[config.mk]
export PLATFORM = sky130hd
export DESIGN_NAME = cby_param_cb
export DESIGN_NICKNAME = d
export VERILOG_FILES = /design/src/rtl/cb_pkg.sv /design/src/rtl/cb_ipin_mux.sv /design/src/rtl/cby_param_cb.sv
export SDC_FILE = /design/constraint.sdc
export NUM_CORES = 1
export LEC_CHECK = 0
export ABC_AREA = 0
export CAP_MARGIN = 20
export CORE_MARGIN = 1.5
export CORE_UTILIZATION = 35
export CTS_BUF_LIST = sky130_fd_sc_hd__clkbuf_4
export DETAILED_ROUTE_END_ITERATION = 7
export MAX_ROUTING_LAYER = met4
export PLACE_DENSITY = 0.68
export SLEW_MARGIN = 20
export SYNTH_ARGS = -nofsm -noshare
export SYNTH_HDL_FRONTEND = slang
export SYNTH_HIERARCHICAL = 1
export SYNTH_SLANG_ARGS = --single-unit
[constraint.sdc]
create_clock -name prog_clk -period 3.1 [get_ports prog_clk]
set_clock_uncertainty 0.05 [all_clocks]
set_input_delay 0.465 -clock prog_clk [delete_from_list [all_inputs] [get_ports prog_clk]]
set_output_delay 0.465 -clock prog_clk [all_outputs]
set_load 0.02 [all_outputs]
[src/rtl/cb_pkg.sv]
// Shared helpers for the parametrised Y-channel connection block: derived sizes
// and the track-tap mapping used to wire each input-pin mux.
package cb_pkg;

    function automatic int clog2(input int n);
        int r;
        r = 0;
        while ((1 << r) < n) begin
            r++;
        end
        return r;
    endfunction

    function automatic int total_bits(input int num_ipin, input int mux_size);
        return num_ipin * clog2(mux_size);
    endfunction

    function automatic int stride_of(input int chan_width, input int mux_size);
        return chan_width / (mux_size / 2);
    endfunction

    // Odd pins are offset by one track so neighbouring pins see different tracks.
    function automatic int track_of(input int i, input int j, input int chan_width, input int stride);
        return ((i % 2) + j * stride) % chan_width;
    endfunction

endpackage

[src/rtl/cb_ipin_mux.sv]
// One MUX_SIZE:1 input-pin routing mux with a binary select; any select value
// at or beyond MUX_SIZE drives 0.
module cb_ipin_mux #(
    parameter int MUX_SIZE = 8,
    parameter int SEL_BITS = 3
) (
    input  logic [MUX_SIZE-1:0] data,
    input  logic [SEL_BITS-1:0] sel,
    output logic                pin
);

    // A compare-per-input form keeps the out-of-range case at 0 without any
    // out-of-bounds indexing.
    always_comb begin
        pin = 1'b0;
        for (int k = 0; k < MUX_SIZE; k++) begin
            if (int'(sel) == k) begin
                pin = data[k];
            end
        end
    end

endmodule

[src/rtl/cby_param_cb.sv]
// Parametrised Y-channel connection block: track pass-through, NUM_IPIN pin muxes
// and a counted configuration chain. Optional parity bit: CBY_CFG_PARITY_EN.
module cby_param_cb
    import cb_pkg::*;
#(
    parameter int CHAN_WIDTH = 20,
    parameter int NUM_IPIN   = 8,
    parameter int MUX_SIZE   = 8,
    parameter int STRIDE     = stride_of(CHAN_WIDTH, MUX_SIZE)
) (
    input  logic                  prog_clk,
    input  logic                  pReset,
    input  logic                  config_enable,
    input  logic                  ccff_head,
    input  logic [CHAN_WIDTH-1:0] chany_bottom_in,
    input  logic [CHAN_WIDTH-1:0] chany_top_in,
    output logic [CHAN_WIDTH-1:0] chany_bottom_out,
    output logic [CHAN_WIDTH-1:0] chany_top_out,
    output logic [NUM_IPIN-1:0]   ipin_out,
`ifdef CBY_CFG_PARITY_EN
    output logic                  cfg_parity_err,
`endif
    output logic                  ccff_tail,
    output logic                  cfg_done
);

    localparam int SEL_BITS   = clog2(MUX_SIZE);
    localparam int TOTAL_BITS = total_bits(NUM_IPIN, MUX_SIZE);
`ifdef CBY_CFG_PARITY_EN
    localparam int CHAIN_LEN  = TOTAL_BITS + 1;
`else
    localparam int CHAIN_LEN  = TOTAL_BITS;
`endif
    localparam int CNT_W = clog2(CHAIN_LEN + 1);
    localparam logic [CNT_W-1:0] CNT_MAX = CNT_W'(CHAIN_LEN);

    logic [CHAIN_LEN-1:0] cfg;
    logic [CNT_W-1:0]     bit_cnt;
    logic [CNT_W-1:0]     bit_cnt_next;
    logic [CNT_W-1:0]     cnt_base;
    logic                 cfg_done_next;
    logic                 en_prev;
    logic                 en_rise;
    logic [NUM_IPIN-1:0]  pin_raw;

    assign chany_bottom_out = chany_top_in;
    assign chany_top_out    = chany_bottom_in;
    assign ccff_tail        = cfg[CHAIN_LEN-1];

    // A new session restarts the count, and its first shift already counts as one.
    always_comb begin
        en_rise       = config_enable & ~en_prev;
        cnt_base      = en_rise ? '0 : bit_cnt;
        bit_cnt_next  = bit_cnt;
        cfg_done_next = cfg_done;
        if (config_enable) begin
            bit_cnt_next  = (cnt_base == CNT_MAX) ? CNT_MAX : cnt_base + CNT_W'(1);
            cfg_done_next = (en_rise ? 1'b0 : cfg_done) | (bit_cnt_next == CNT_MAX);
        end
    end

    always_ff @(posedge prog_clk or posedge pReset) begin
        if (pReset) begin
            cfg      <= '0;
            bit_cnt  <= '0;
            cfg_done <= 1'b0;
            en_prev  <= 1'b0;
        end else begin
            en_prev  <= config_enable;
            bit_cnt  <= bit_cnt_next;
            cfg_done <= cfg_done_next;
            if (config_enable) begin
                cfg <= {cfg[CHAIN_LEN-2:0], ccff_head};
            end
        end
    end

    genvar gi, gj;
    generate
        for (gi = 0; gi < NUM_IPIN; gi++) begin : g_pin
            logic [MUX_SIZE-1:0] taps;
            for (gj = 0; gj < MUX_SIZE / 2; gj++) begin : g_tap
                assign taps[2*gj]   = chany_bottom_in[track_of(gi, gj, CHAN_WIDTH, STRIDE)];
                assign taps[2*gj+1] = chany_top_in[track_of(gi, gj, CHAN_WIDTH, STRIDE)];
            end
            cb_ipin_mux #(
                .MUX_SIZE(MUX_SIZE),
                .SEL_BITS(SEL_BITS)
            ) u_mux (
                .data(taps),
                .sel (cfg[gi*SEL_BITS +: SEL_BITS]),
                .pin (pin_raw[gi])
            );
        end
    endgenerate

    // Blank the grid pins for the whole session so partial selects never escape.
    assign ipin_out = pin_raw & ~{NUM_IPIN{config_enable}};

`ifdef CBY_CFG_PARITY_EN
    assign cfg_parity_err = cfg_done & ~config_enable & (^cfg);
`endif

endmodule
Word-level counts from Yosys, hierarchy flattened:

Index checks and enable logic that the tools add are counted.
W data, S select, Z words.

* output and inout bits: 50
* bits of input ports: 44
* logic and storage cells: 143
* bits in registers: 31

* equality and inequality tests: 58
* reduce and logical (&&, ||, !) cells: 8
* add/sub/neg operators: 1
* bitwise logic cells: 5
* muxes and demuxes: 67

Operators with widths (number)
* $eq A3 B3 Y1 const B: 32
* $mux W1: 65
* $eq A3 B2 Y1 const B: 16
* $eq A3 B1 Y1 const B: 8
* $logic_not A3 Y1: 8
* $eq A5 B5 Y1 const B: 2
* $mux W5: 2
* $and A8 B8 Y8: 1
* $not A8 Y8: 1
* $add A5 B1 Y5 const B: 1
* $and A1 B1 Y1: 1
* $not A1 Y1: 1
* $or A1 B1 Y1: 1

Depth between registers and ports, before layout:

* depth in word-level cells: 10
* gate-level depth with buffers: 4
* depth with buffers taken out: 3

Modules after synthesis:

Netlist, hierarchy kept.

Modules (own cells, without submodules)
* cby_param_cb: area an instance 1662.8 um2, times used 1, seq. area each 775.7 um2, cells an instance 137
* cb_ipin_mux: area an instance 63.8 um2, times used 8, seq. area each 0.0 um2, cells an instance 3

Worst setup path after synthesis:

OpenSTA, ideal clock, no wires.

* path kind: input to output
* start: input port chany_top_in[5]
* end: output port ipin_out[0]
* data arrival time: 1.374 ns
* path buffers: 0
* cell stages on the path: 3
* slack: 1.211 ns
* required time: 2.585 ns
* cells stage by stage: mux4_1 -> mux2_2 -> nor2b_1

* longest elaborated chain between the ends: 6

RTL lines
* start: declaration: line cby_param_cb.sv:16 `input logic [CHAN_WIDTH-1:0] chany_top_in,`
* $mux W1 (5 in a row): line cb_ipin_mux.sv:17 `if (int'(sel) == k) begin`
* via pin_raw[0]: line cby_param_cb.sv:44 `logic [NUM_IPIN-1:0] pin_raw;`
* $and A8 B8 Y8: line cby_param_cb.sv:98 `assign ipin_out = pin_raw & ~{NUM_IPIN{config_enable}};`
* end: declaration: line cby_param_cb.sv:19 `output logic [NUM_IPIN-1:0] ipin_out,`

The timed path passes the listed nets, and every way through them passes these cells.

Worst setup path after layout:

* start: input port chany_bottom_in[6]
* end: output port ipin_out[5]

* longest elaborated chain between the ends: 7

RTL lines
* start: declaration: line cby_param_cb.sv:15 `input logic [CHAN_WIDTH-1:0] chany_bottom_in,`
* $mux W1 (6 in a row): line cb_ipin_mux.sv:17
* via pin_raw[5]: line cby_param_cb.sv:44
* $and A8 B8 Y8: line cby_param_cb.sv:98

The timed path passes the listed nets, and every way through them passes these cells.

==> results.txt <==
- Sink count of the clock tree: 31
* Setup violators final: 0
* DPL Wire Length: 2791 µm
- The net count of the finished layout is 213.
- Kind of start point of the critical path: input port
- Routed len/inst: 16.01 µm
- The number of global-route vias before repair is 1,257.
* Required @ worst endpoint: 2580 ps
- The number of nets handed over by synthesis was 205.
* CTS Root Cell: sky130_fd_sc_hd__clkbuf_4
- The region available for standard cell placement spans 0.005956 mm².
* Antenna diode count: 0
- Total congestion overflow after global routing: 0
* Worst endpoint data arrival time: 2460 ps
- Number of DRC violations after detailed-routing iteration 0: 52
* Number of endpoints with negative hold slack in the final report: 0
* Number of cells produced by synthesis: 161
- Worst Max-Slew Pin Slew: 403.3 ps
* Setup Buffers After CTS: 0
- The number of cells on the worst reg-to-reg path is 3.
- Setup crit end kind: primary output
* Max VDD drop: 0.0003219 V
* WHS: 468.0 ps
- Status: finished, final reports clean
* Num rows: 28
- Leakage power figure: 0.9973 nW
- F_max: 335.7 MHz
* CP Launch Point: chany_bottom_in[6]
* Layout overhead on the synthesized area: 12.49%
* Antenna-violating nets left: 0
* Total length of routed wires: 3922 µm
- Buffer levels on the longest clock path: 2
* Detailed-route DRC error count: 0
- Sum of negative setup slack: 0 ps
- In this run the count of I/O pins placed on the die edge is 94.
- Across the run, the number of max-cap violations was 0.
* Fraction of final layout cells sized beyond drive strength 1: 28.24%
- The worst register-to-register path ends at cfg_done.
- The pre-antenna-repair detailed-routing pass consisted of 4 iterations.
* Worst Hold Class: in2async
- Number of I/O port buffers: 45
- Setup repair after global routing left no endpoint under its margin.
- CTS tree: done
* Kind of critical path: in2out
- In this run the worst path has a maximum fanout of 5.
- The worst register-to-register path begins at bit_cnt[0].
- Antenna violations before repair: 0
* Slew margin rel.: 73.11%
* Time the worst path needs with I/O delays and setup: 2979 ps
- DR vias: 1,270
* Post-synthesis instance area: 0.002173 mm²
- Per-instance average area after synthesis: 13.50 µm²
- Insertion delay to the later sink of the worst-skew pair: 330 ps
- Clk slew on worst S/H paths: 100 ps
- After synthesis the netlist holds a flip-flop and latch count of 31.
- The first global-routing pass estimated 6223 µm of wire.
- Warnings from Yosys: 6
- Flop-to-flop setup slack: 1910 ps
- Post-synthesis sequential area ratio: 35.69%
- The die is 81.80 µm tall.
- Width of the die: 81.80 µm
- Yosys mapped the design onto 24 distinct sky130hd cell types.
* Cts bufs inserted: 5
- The H-tree was split into 2 levels.
- After clock tree synthesis, the flow added hold-fix buffers numbering 0.
- Via density: 5.184
- Global routing used 12.83% of the available tracks.
- Total die area: 0.006691 mm²
- Power spread over the standard cell area amounts to 667.1 mW/mm².
- Post-cts repair resize count: 0
* Routability congestion estimate from global placement: 0.8232
- Starting density of the core: 36.49%
- Max-slew violation count: 0
- Final Cycle Share: 96.11%
* Maximum number of pins on one net before global-route repair: 45
==> sequential cells by signal (all words and copies together), names as in the netlist <==
signal    count
bit_cnt       5
cfg          24
cfg_done      1
en_prev       1
==> through the flow <==
stage	utilization (%)	power (mW)	area [µm²]	cells	setup slack [ps]
2_1_floorplan	-	1.235	2173	161	1211
3_3_place_gp	40.08	1.391	2387	237	151.5
3_5_place_dp	40.08	1.408	2387	237	120.4
4_1_cts	41.05	1.654	2445	245	119.2
5_1_grt	41.05	1.745	2445	245	62.44
6_report	41.05	1.631	2445	245	120.7
==> cells in the mapped netlist <==
library cell	instances	area share, %
sky130_fd_sc_hd__a211oi_2	2	1.2
sky130_fd_sc_hd__a21oi_1	1	0.23
sky130_fd_sc_hd__a32o_1	2	0.92
sky130_fd_sc_hd__and3_2	1	0.35
sky130_fd_sc_hd__and4b_1	1	0.46
sky130_fd_sc_hd__and4b_2	1	0.52
sky130_fd_sc_hd__and4bb_4	1	0.75
sky130_fd_sc_hd__buf_2	1	0.23
sky130_fd_sc_hd__buf_4	41	14
sky130_fd_sc_hd__buf_6	4	2.1
sky130_fd_sc_hd__dfrtp_1	31	36
sky130_fd_sc_hd__inv_1	6	1.0
sky130_fd_sc_hd__mux2_2	32	17
sky130_fd_sc_hd__mux2i_1	2	0.92
sky130_fd_sc_hd__mux4_1	16	19
sky130_fd_sc_hd__nand2_1	1	0.17
sky130_fd_sc_hd__nand4_1	1	0.29
sky130_fd_sc_hd__nor2_1	1	0.17
sky130_fd_sc_hd__nor2b_1	9	2.6
sky130_fd_sc_hd__o211ai_2	1	0.58
sky130_fd_sc_hd__o21a_1	1	0.35
sky130_fd_sc_hd__o21ai_0	2	0.46
sky130_fd_sc_hd__o22ai_1	2	0.58
sky130_fd_sc_hd__xnor2_1	1	0.40
==> how the worst max path moves through the flow <==
stage	to	slack, ps	depth (start not counted)
floorplan	ipin_out[0]	1210	3
global placement	ipin_out[6]	150	5
detailed placement	ipin_out[5]	120	5
CTS	ipin_out[5]	120	5
global route	ipin_out[5]	60	5
finish	ipin_out[5]	120	5
==> report_power, final <==
part	internal, mW	leakage (nW)	switching [mW]	total (mW)
clock	0.106	0.0361	0.137	0.243
sequential	0.547	0.379	0.163	0.711
combinational	0.463	0.582	0.215	0.677
==> per-layer routing <==
layer	vias up	share of wire [%]	wire length (µm)	track usage (%)
met5	-	0	0	-
li1	580	-	-	-
met1	651	43	1667	15.27
met4	0	1.2	46	4.915
met2	28	52	2036	21.07
met3	11	4.4	172	3.000
==> cells by family after synthesis <==
kind of cell	synth area share, %
mux	36.85
xor+xnor	0.4031
compound gates	4.260
buf+inv	17.50
simple gates	5.296
flops	35.69
==> layout make-up <==
class | instances | area (µm²)
tap | 75 | 93.84
fill | 573 | 3511
sequential | 31 | 775.7
timing repair buffer | 47 | 478.0
clock inverter | 1 | 5.005
inverter | 6 | 22.52
clock buffer | 7 | 52.55
multi-input combinational | 78 | 1017
==> layout by cell type, fill, tap and decap left out, types with 6 or more instances in the layout <==
cell / n
sky130_fd_sc_hd__dfrtp_1: 31
sky130_fd_sc_hd__clkdlybuf4s50_1: 45
sky130_fd_sc_hd__mux4_1: 16
sky130_fd_sc_hd__clkbuf_4: 7
sky130_fd_sc_hd__mux2_2: 32
sky130_fd_sc_hd__inv_1: 6
sky130_fd_sc_hd__nor2b_1: 9
==> worst max-delay path, cell delays in order <==
cell                              delay [ps]
sky130_fd_sc_hd__clkdlybuf4s50_1         510
sky130_fd_sc_hd__mux4_1                  550
sky130_fd_sc_hd__mux2_2                  270
sky130_fd_sc_hd__nor2b_1                 120
sky130_fd_sc_hd__clkdlybuf4s50_1         540
No activity file was read; power rests on OpenSTA's default activity.
